[src/rtl/push_btn_if.sv]
// Board push-button bundle: raw pads and clear-register store in, the word
// presented to the core's io_push_i read mux, press pulses and irq out.
interface push_btn_if #(
    parameter int N_BTN = 4
);
    logic [N_BTN-1:0] btn_raw_i;
    logic             clr_we_i;
    logic [N_BTN-1:0] clr_wdata_i;
    logic [31:0]      io_push_o;
    logic [N_BTN-1:0] press_pulse_o;
    logic             irq_o;

    modport master (
        output btn_raw_i, clr_we_i, clr_wdata_i,
        input  io_push_o, press_pulse_o, irq_o
    );

    modport slave (
        input  btn_raw_i, clr_we_i, clr_wdata_i,
        output io_push_o, press_pulse_o, irq_o
    );
endinterface

[src/rtl/push_btn_conditioner.sv]
// Push-button front end: polarity normalise, 2-FF sync, per-bit debounce,
// press-pulse detection and write-1-to-clear sticky press events.
module push_btn_conditioner #(
    parameter int N_BTN          = 4,
    parameter int DEB_CYCLES     = 500000,
    parameter bit BTN_ACTIVE_LOW = 1'b1
) (
    input  logic       clk_i,
    input  logic       rst_i,
    push_btn_if.slave  btn_bus
);
    localparam int            CW       = $clog2(DEB_CYCLES + 1);
    localparam logic [CW-1:0] CNT_LAST = CW'(DEB_CYCLES - 1);

    logic [N_BTN-1:0] btn_norm;
    logic [N_BTN-1:0] sync1_q, sync2_q;
    logic [N_BTN-1:0] level_q, level_d;
    logic [N_BTN-1:0] pulse_q, pulse_d;
    logic [N_BTN-1:0] event_q, event_d;
    logic [N_BTN-1:0] clr_mask;
    logic [CW-1:0]    cnt_q [N_BTN];
    logic [CW-1:0]    cnt_d [N_BTN];
    logic [31:0]      io_push;

    // Pressed reads as 1 from here on, whatever the pad polarity.
    assign btn_norm = btn_bus.btn_raw_i ^ {N_BTN{BTN_ACTIVE_LOW}};

    // The counter is cleared on acceptance, so it never runs past CNT_LAST.
    generate
        for (genvar gi = 0; gi < N_BTN; gi++) begin : g_deb
            assign cnt_d[gi] = (sync2_q[gi] == level_q[gi]) ? '0 :
                               (cnt_q[gi] == CNT_LAST)      ? '0 :
                                                              cnt_q[gi] + 1'b1;
            assign level_d[gi] = (sync2_q[gi] != level_q[gi] && cnt_q[gi] == CNT_LAST)
                               ? sync2_q[gi] : level_q[gi];
        end
    endgenerate

    assign pulse_d  = level_d & ~level_q;
    assign clr_mask = {N_BTN{btn_bus.clr_we_i}} & btn_bus.clr_wdata_i;
    // OR-ing the pulse in after the clear makes a same-cycle set win.
    assign event_d  = (event_q & ~clr_mask) | pulse_q;

    always_ff @(posedge clk_i or posedge rst_i) begin
        if (rst_i) begin
            sync1_q <= '0;
            sync2_q <= '0;
            level_q <= '0;
            pulse_q <= '0;
            event_q <= '0;
            for (int i = 0; i < N_BTN; i++) begin
                cnt_q[i] <= '0;
            end
        end else begin
            sync1_q <= btn_norm;
            sync2_q <= sync1_q;
            level_q <= level_d;
            pulse_q <= pulse_d;
            event_q <= event_d;
            for (int i = 0; i < N_BTN; i++) begin
                cnt_q[i] <= cnt_d[i];
            end
        end
    end

    always_comb begin
        io_push               = '0;
        io_push[N_BTN-1:0]    = level_q;
        io_push[16 +: N_BTN]  = event_q;
    end

    assign btn_bus.io_push_o     = io_push;
    assign btn_bus.press_pulse_o = pulse_q;
    assign btn_bus.irq_o         = |event_q;
endmodule

[src/flat_wrapper.sv]
// flat-port wrapper written by rule: the top's interface ports become plain ports
module push_btn_conditioner_flat 
#(
    parameter int N_BTN          = 4,
    parameter int DEB_CYCLES     = 500000,
    parameter bit BTN_ACTIVE_LOW = 1'b1
)
  (clk_i, rst_i, btn_bus_btn_raw_i, btn_bus_clr_we_i, btn_bus_clr_wdata_i, btn_bus_io_push_o, btn_bus_press_pulse_o, btn_bus_irq_o);
  push_btn_if #(.N_BTN(N_BTN)) btn_bus_i ();
  input  logic clk_i;
  input  logic rst_i;
  input wire logic [$bits(btn_bus_i.btn_raw_i)-1:0] btn_bus_btn_raw_i;
  input wire logic [$bits(btn_bus_i.clr_we_i)-1:0] btn_bus_clr_we_i;
  input wire logic [$bits(btn_bus_i.clr_wdata_i)-1:0] btn_bus_clr_wdata_i;
  output wire logic [$bits(btn_bus_i.io_push_o)-1:0] btn_bus_io_push_o;
  output wire logic [$bits(btn_bus_i.press_pulse_o)-1:0] btn_bus_press_pulse_o;
  output wire logic [$bits(btn_bus_i.irq_o)-1:0] btn_bus_irq_o;
  assign btn_bus_i.btn_raw_i = btn_bus_btn_raw_i;
  assign btn_bus_i.clr_we_i = btn_bus_clr_we_i;
  assign btn_bus_i.clr_wdata_i = btn_bus_clr_wdata_i;
  assign btn_bus_io_push_o = btn_bus_i.io_push_o;
  assign btn_bus_press_pulse_o = btn_bus_i.press_pulse_o;
  assign btn_bus_irq_o = btn_bus_i.irq_o;
  push_btn_conditioner #(.N_BTN(N_BTN), .DEB_CYCLES(DEB_CYCLES), .BTN_ACTIVE_LOW(BTN_ACTIVE_LOW)) u_core (.clk_i(clk_i), .rst_i(rst_i), .btn_bus(btn_bus_i));
endmodule
[config.mk]
export PLATFORM = sky130hd
export DESIGN_NAME = push_btn_conditioner_flat
export DESIGN_NICKNAME = d
export VERILOG_FILES = /design/src/rtl/push_btn_if.sv /design/src/rtl/push_btn_conditioner.sv /design/src/flat_wrapper.sv
export SDC_FILE = /design/constraint.sdc
export NUM_CORES = 1
export LEC_CHECK = 0
export CAP_MARGIN = 20
export CORE_MARGIN = 5
export CORE_UTILIZATION = 55
export CTS_CLUSTER_DIAMETER = 30
export CTS_CLUSTER_SIZE = 30
export DETAILED_ROUTE_END_ITERATION = 10
export GPL_TIMING_DRIVEN = 1
export MAX_ROUTING_LAYER = met4
export PLACE_DENSITY = 0.75
export SLEW_MARGIN = 20
export SYNTH_ARGS = -nofsm -noshare
export SYNTH_HDL_FRONTEND = slang
export SYNTH_SLANG_ARGS = --single-unit
[constraint.sdc]
create_clock -name clk_i -period 8.2 [get_ports clk_i]
set_clock_uncertainty 0.15 [all_clocks]
set_input_delay 1.23 -clock clk_i [delete_from_list [all_inputs] [get_ports clk_i]]
set_output_delay 1.23 -clock clk_i [all_outputs]
set_load 0.02 [all_outputs]
==> results_dict.tcl, run 1 <==
set metrics [dict create \
    slew_headroom_pct 50.06 \
    wl_per_cell_um 14.58 \
    numPortBuffers 23 \
    p_leak_uw 0.002191 \
    area_delta_synth_final_pct 9.882 \
    hold_viol 0 \
    powerDensity_nw_per_um2 164.3 \
    yosys_warnings 0 \
    rows 33 \
    min-delay-start "u_core.sync1_q[2]" \
    grt_max_degree 63 \
    status "finished clean" \
    critical_path_required_ps 6820 \
    synthArstFlopShare_pct 100.0 \
    nets 506 \
    synth_area_sq_um 4659 \
    yosysMostFrequentCell "dfrtp_1" \
    drtIter0Drc 96 \
    hpwl_um 6219 \
    yosysTopAreaCell "dfrtp_1" \
    cp_max_fo 3 \
    min_period_ps 3267 \
    peakVddDrop_v 0.0001310 \
    clk_latency_ps 360 \
    rsz0062_at_grt "false" \
    boundaryPins 48 \
    cts_hold_buffers 0 \
    dieHeight_um 102.0 \
    dr.pass1.iters 5 \
    ant_nets 0 \
    cts.sinks 96 \
    hp-class "flip-flop to flip-flop" \
    place_area_sq_um 4915 \
    finalMaxSlewViolations 0 \
    crit_path_start_kind "flip-flop" \
    synth_top_area_share_pct 51.56 \
    synthCells 466 \
    post_cts_buffers 0 \
    ys.flop_type "dfrtp_1" \
    die-area_sq_um 10410 \
    seq_area_frac_synth_pct 51.56 \
    numCtsBuffers 9 \
    fillers 700 \
    worst_pin_slew_ps 749.2 \
    tritoncts "yes" \
    drive_gt1_share_pct 5.847 \
    gr-total-overflow 0 \
    die-width_um 102.0 \
    finalPower_uw 841.0 \
    crit_start "u_core.event_q[2]" \
    drc 0 \
    cap_viol_max_count 0 \
    synth.distinct_cells 38 \
    multiInputGateArea_sq_um 2086 \
    initial_core_util_pct 56.71 \
    clock_tree.htree_level_count 3 \
    yosys-top-cells-count "dfrtp_1 (96), nor2_1 (58), xor2_1 (30)" \
    cts_resized 0 \
    vias_per_cell 5.644 \
    antennaDiodeCount 0 \
    antenna_found_initial 0 \
    final_cell_area_sq_um 5120 \
    num_vias 3392 \
    seq_area_sq_um 2402 \
    wl_um 8762 \
    cts_root_buf "clkbuf_8" \
    setup_tns_ps 0 \
    finalSetupViolations 0 \
    ys_ff_latch 96 \
    syn_area_per_cell_sq_um 9.999 \
    place.gp.congestion 0.8819 \
    synth.area.top_cells "dfrtp_1 (52%), xor2_1 (5.6%), nor2_1 (4.7%)" \
    max_freq_mhz 306.1 \
    core_region_area_sq_um 8217 \
    critical_path_class "flip-flop to output port" \
    arrival_ps 1890 \
    synth_edf_count 0 \
    timing.rr.start "u_core.cnt_q[38]" \
    fin_crit_sh_pct 39.84 \
    first_global_vias 3224 \
    cts_buffer_depth 2 \
    grt_pass1_wl_um 14970 \
    end_kind "output port" \
    track_usage_pct 18.64 \
    clk_transition_reported_paths_ps 90 \
]
## stage by stage
| step | cells | util (%) | hold WS [ps] | worst slack (ps) |
|---|---|---|---|---|
| 2_1_floorplan | 489 | - | 181.2 | 4315 |
| 3_3_place_gp | 585 | 59.66 | 185.1 | 5190 |
| 3_5_place_dp | 585 | 59.81 | 186.4 | 5178 |
| 4_1_cts | 601 | 62.27 | 208.3 | 4916 |
| 5_1_grt | 601 | 62.31 | 226.8 | 4874 |
| 6_report | 601 | 62.31 | 206.0 | 4933 |
## registers in the layout (all words and copies together) (netlist names)
| name | count |
|---|---|
| u_core.cnt_q | 76 |
| u_core.btn_bus.press_pulse_o | 4 |
| u_core.event_q | 4 |
| u_core.level_q | 4 |
| u_core.sync1_q | 4 |
| u_core.sync2_q | 4 |
## cells in the final DEF (no fill, tap or decap), drive strengths merged, types with 9 or more instances in the layout
master / Yosys / layout
o31ai: 9 / 9
nor2: 58 / 58
conb: 1 / 24
and4: 9 / 9
a21oi: 22 / 22
or4: 13 / 13
nand4: 26 / 26
nand3: 23 / 23
nand2: 29 / 29
o21ai: 16 / 16
xor2: 30 / 30
nor4: 10 / 10
clkbuf: 8 / 9
xnor2: 20 / 20
or3: 15 / 15
inv: 14 / 16
clkdlybuf4s50: 0 / 23
dfrtp: 96 / 96
## logic make-up after synthesis
family                     Yosys count  share of synthesized area [%]
DFF                                 96                          51.56
muxes                                3                         0.7250
other                                1                        0.08048
xor gates and xnor gates            50                          9.398
AOI/OAI and AO/OA                   52                          6.472
adders and majority gates            4                          1.074
buffers and inverters               48                          5.881
and+or+nand+nor                    212                          24.81
## worst max-delay path, stage by stage, from the launching register on
cell             delay [ps]
dfrtp_1                 410
or4_1                   560
clkdlybuf4s50_1         570
## routing by layer
| metal | vias up | GRT usage (%) | wire length (um) |
|---|---|---|---|
| li1 | 1644 | - | - |
| met1 | 1685 | 25.20 | 4064 |
| met2 | 59 | 28.04 | 4323 |
| met3 | 4 | 4.437 | 304 |
| met4 | 0 | 5.853 | 69 |
| met5 | - | - | 0 |
## area by class of cell
cell class / count / area share, %
clock buffers: 9 / 2.419
clock inverters: 7 / 1.515
repair buffers: 25 / 4.790
flip-flops and latches: 96 / 46.92
inverters: 14 / 1.051
well taps: 105 / 2.566
multi-input cells: 345 / 40.74
## power breakdown
part | leakage, uW | internal [uW] | switching [uW]
registers | 0.00131 | 480 | 6.34
logic | 0.000777 | 11.0 | 31.1
clock network | 0.000101 | 144 | 169
## final timing paths
path	end	slack, ps	cells after the start
max	btn_bus_irq_o	4930	2
min	u_core.sync2_q[2]	210	0
max reg2reg	u_core.cnt_q[56]	5980	5
min reg2reg	u_core.sync2_q[2]	210	0
max in group asynchronous	u_core.cnt_q[31]	5650	3
min in group asynchronous	u_core.sync1_q[3]	1080	2
(Power assumes the default switching activity.)
==> run 2: changes to the inputs <==
CORE_UTILIZATION = 51   (was 55)
PLACE_DENSITY = 0.73   (was 0.75)
clock period = 2.9 ns   (was 8.2 ns; I/O delays follow)
==> results_dict.tcl, run 2 (synthesis results as in run 1) <==
set metrics [dict create \
    core_region_area_sq_um 8806 \
    numCtsBuffers 9 \
    cts.sinks 96 \
    wl_per_cell_um 14.43 \
    comb_power_share_pct 5.0 \
    drive_gt1_share_pct 6.375 \
    place.gp.congestion 0.8769 \
    peakVddDrop_v 0.0003563 \
    min_period_ps 2404 \
    slew_headroom_pct 54.08 \
    timing.rr.start "u_core.cnt_q[14]" \
    p_clk_share_pct 41.0 \
    cts_root_buf "clkbuf_8" \
    arrival_ps 1820 \
    clk_transition_reported_paths_ps 100 \
    drtIter0Drc 133 \
    fillers 752 \
    setup_tns_ps 0 \
    dr.pass1.iters 4 \
    critical_path_class "flip-flop to output port" \
    first_global_vias 3329 \
    drc 0 \
    die-width_um 105.6 \
    ant_nets 0 \
    status "finished clean" \
    crit_path_start_kind "flip-flop" \
    utilization_pct 59.15 \
    powerDensity_nw_per_um2 488.9 \
    antenna_found_initial 0 \
    hpwl_um 6261 \
    gr-total-overflow 0 \
    cap_viol_max_count 0 \
    place_area_sq_um 4966 \
    cts_resized 0 \
    swShare_pct 22.56 \
    clk_latency_ps 360 \
    holdWs_ps 207.6 \
    vias_per_cell 5.556 \
    track_usage_pct 17.07 \
    post_cts_buffers 0 \
    max_freq_mhz 416.0 \
    finalMaxSlewViolations 0 \
    cts_buffer_depth 2 \
    min-delay-start "u_core.sync1_q[3]" \
    boundaryPins 48 \
    p_leak_uw 0.002233 \
    final_common_cell "dfrtp_1" \
    antennaDiodeCount 0 \
    critical_path_required_ps 2320 \
    worst_pin_slew_ps 684.7 \
    mostFrequentLayoutCells "dfrtp_1 (96), nor2_1 (58), xor2_1 (30)" \
    top_register "u_core.cnt_q" \
    clock_tree.htree_level_count 3 \
    largest_reg_flops 76 \
    hold_viol 0 \
    wl_um 8800 \
    grt_max_degree 50 \
    num_vias 3389 \
    numPortBuffers 23 \
    end_kind "output port" \
    area_delta_synth_final_pct 11.79 \
    nets 512 \
    cp_max_fo 3 \
    p_switching_uw 574.4 \
    fin_crit_sh_pct 82.89 \
    cts_hold_buffers 0 \
    crit_start "u_core.event_q[1]" \
    tritoncts "yes" \
    final_cell_area_sq_um 5209 \
    initial_core_util_pct 52.91 \
    rsz0062_at_grt "false" \
    die-area_sq_um 11150 \
    dieHeight_um 105.6 \
    rows 34 \
    finalSetupViolations 0 \
    grt_pass1_wl_um 15140 \
    sequentialPowerShare_pct 54.0 \
    hp-class "flip-flop to flip-flop" \
    internal_power_uw 1972 \
]
run 2: metal layers:
layer / share of wire, % / vias to the layer above / GRT usage, %
li1: - / 1663 / -
met1: 47 / 1642 / 21.63
met2: 48 / 70 / 27.82
met3: 3.6 / 14 / 3.484
met4: 1.2 / 0 / 5.180
met5: 0 / - / -
run 2: layout make-up:
| class | count | area (sq um) | share of cell area, % |
|---|---|---|---|
| multi-input cells | 345 | 2069 | 39.73 |
| well taps | 108 | 135.1 | 2.594 |
| clock inverters | 6 | 115.1 | 2.210 |
| inverters | 14 | 56.30 | 1.081 |
| flip-flops and latches | 96 | 2402 | 46.12 |
| clock buffers | 10 | 127.6 | 2.450 |
| repair buffers | 31 | 302.8 | 5.813 |
run 2: worst paths after layout:
check,to,cells after the start,slack [ps]
min in group asynchronous,u_core.cnt_q[40],2,320
min reg2reg,u_core.sync2_q[3],0,210
max,btn_bus_irq_o,2,500
max reg2reg,u_core.cnt_q[2],5,730
min,u_core.sync2_q[3],0,210
max in group asynchronous,u_core.sync1_q[2],3,1580
run 2: stage by stage:
step                setup WS [ps]  cells  total power, uW
finish                      496.3    610             2547
global route                423.4    610             2657
floorplan                   900.2    489             1508
CTS                         467.3    610             2575
global placement            832.3    594             1526
detailed placement          757.3    594             1531
run 2: worst max-delay path: stages (launching register included):
cell	delay (ps)
dfrtp_1	410
or4_1	500
clkdlybuf4s50_1	550
run 2: power by group through the flow:
| stage | Combinational, uW | Sequential [uW] | Clock [uW] |
|---|---|---|---|
| after floorplan | 111 | 1400 | 0 |
| after global placement | 127 | 1400 | 0 |
| after detailed placement | 130 | 1400 | 0 |
| after CTS | 131 | 1370 | 1070 |
| after global routing | 146 | 1380 | 1130 |
| final | 128 | 1370 | 1040 |
==> run 3: changes to the inputs <==
CORE_UTILIZATION = 55   (was 51)
PLACE_DENSITY = 0.75   (was 0.73)
clock period = 2.4 ns   (was 2.9 ns; I/O delays follow)
==> results_dict.tcl, run 3 (synthesis results as in run 1) <==
set metrics [dict create \
    crit_slowest_cell "or4_1" \
    tritoncts "yes" \
    hpwl_um 6273 \
    track_usage_pct 18.96 \
    rows 33 \
    setup_tns_ps 0 \
    arrival_ps 2290 \
    num_vias 3451 \
    cts_buffer_depth 2 \
    cts_root_buf "clkbuf_8" \
    numCtsBuffers 9 \
    antennaDiodeCount 0 \
    ant_nets 0 \
    critical_path_class "flip-flop to flip-flop" \
    drtIter0Drc 119 \
    comb_power_share_pct 5.5 \
    drc 0 \
    initial_core_util_pct 56.71 \
    p_clk_share_pct 36.9 \
    boundaryPins 48 \
    core_region_area_sq_um 8217 \
    top_register "u_core.cnt_q" \
    max_freq_mhz 463.8 \
    slew_headroom_pct 63.52 \
    p_switching_uw 713.1 \
    cpMostUsedCell "or4_1" \
    die-area_sq_um 10410 \
    status "finished clean" \
    grt_max_degree 37 \
    place.gp.congestion 0.9297 \
    antenna_found_initial 0 \
    die-width_um 102.0 \
    largest_reg_flops 76 \
    hp-class "flip-flop to flip-flop" \
    wl_um 8872 \
    path_cells "nand4_2, or4_1, or4_1, a21oi_1" \
    critical_path_required_ps 2540 \
    gr-total-overflow 0 \
    clk_transition_reported_paths_ps 90 \
    crit_path_start_kind "flip-flop" \
    drive_gt1_share_pct 7.495 \
    finalMaxSlewViolations 0 \
    clock_tree.htree_level_count 3 \
    cap_viol_max_count 0 \
    grt_pass1_wl_um 15210 \
    p_leak_uw 0.002262 \
    powerDensity_nw_per_um2 554.2 \
    fillers 668 \
    dieHeight_um 102.0 \
    min_period_ps 2156 \
    cts.sinks 96 \
    utilization_pct 63.39 \
    slowest_delay_ps 630 \
    worst_pin_slew_ps 546.1 \
    first_global_vias 3339 \
    cp_max_fo 7 \
    nets 517 \
    numPortBuffers 23 \
    clk_latency_ps 360 \
    final_common_cell "dfrtp_1" \
    dr.pass1.iters 4 \
    internal_power_uw 2174 \
    fin_crit_sh_pct 89.83 \
    cts_hold_buffers 0 \
    end_kind "flip-flop" \
    hold_viol 0 \
    mostFrequentLayoutCells "dfrtp_1 (96), nor2_1 (58), xor2_1 (30)" \
    wl_per_cell_um 14.50 \
    swShare_pct 24.70 \
    vias_per_cell 5.639 \
    finalSetupViolations 0 \
    sequentialPowerShare_pct 57.5 \
    peakVddDrop_v 0.0003637 \
    rsz0062_at_grt "false" \
    area_delta_synth_final_pct 11.79 \
]
run 3: worst paths after layout:
| path | startpoint | end | slack [ps] | cells after the start |
|---|---|---|---|---|
| min in group asynchronous | rst_i | u_core.level_q[3] | 240 | 2 |
| worst min register to register | u_core.sync1_q[3] | u_core.sync2_q[3] | 210 | 0 |
| worst max-delay path | u_core.cnt_q[5] | u_core.cnt_q[17] | 240 | 4 |
| worst min-delay path | u_core.sync1_q[3] | u_core.sync2_q[3] | 210 | 0 |
| max in group asynchronous | rst_i | u_core.cnt_q[49] | 1290 | 3 |
| worst max register to register | u_core.cnt_q[5] | u_core.cnt_q[17] | 240 | 4 |
run 3: per-layer routing:
layer,vias up,global-route usage [%],wire length (um),share of wire (%)
met3,15,4.027,322,3.6
li1,1676,-,-,-
met5,-,-,0,0
met1,1684,24.58,4085,46
met2,76,28.94,4291,48
met4,0,8.174,174,2.0
run 3: layout make-up:
type                            count  area [sq um]  area share, %
Clock inverter                      7         70.07          1.345
Clock buffer                        9         123.9          2.378
Inverter                           14         56.30          1.081
Tap cell                          105         131.4          2.522
Sequential cell                    96          2402          46.12
Multi-Input combinational cell    345          2069          39.73
Timing Repair Buffer               36         355.3          6.822
run 3: critical path, delay by kind of cell, from the launching register on:
kind             cells  cell delay [ps]
AND/OR/NAND/NOR      3             1330
flip-flops           1              460
AO/OA/AOI/OAI        1              160
run 3: power groups by stage:
| stage | logic (uW) | clock network, uW | registers [uW] |
|---|---|---|---|
| 6_report | 160 | 1070 | 1660 |
| 5_1_grt | 183 | 1170 | 1660 |
| 4_1_cts | 162 | 1090 | 1660 |
| 3_5_place_dp | 161 | 0 | 1690 |
| 3_3_place_gp | 158 | 0 | 1690 |
| 2_1_floorplan | 135 | 0 | 1690 |
run 3: stage by stage:
step	hold slack (ps)	total power, uW	worst slack [ps]	cells	instance area [sq um]
6_report	206.7	2887	244.1	612	5209
5_1_grt	216.8	3016	128.3	612	5209
4_1_cts	208.2	2912	23.98	612	5206
3_5_place_dp	187.1	1853	269.2	596	5012
3_3_place_gp	184.1	1848	337.9	596	5012
2_1_floorplan	181.2	1823	400.2	489	4750
run 3: repair_timing:
| item | in CTS | in global routing |
|---|---|---|
| buffers inserted | 0 | 0 |
| gates resized for setup | 0 | 1 |
| endpoints found under the setup margin | 0 | 1 |
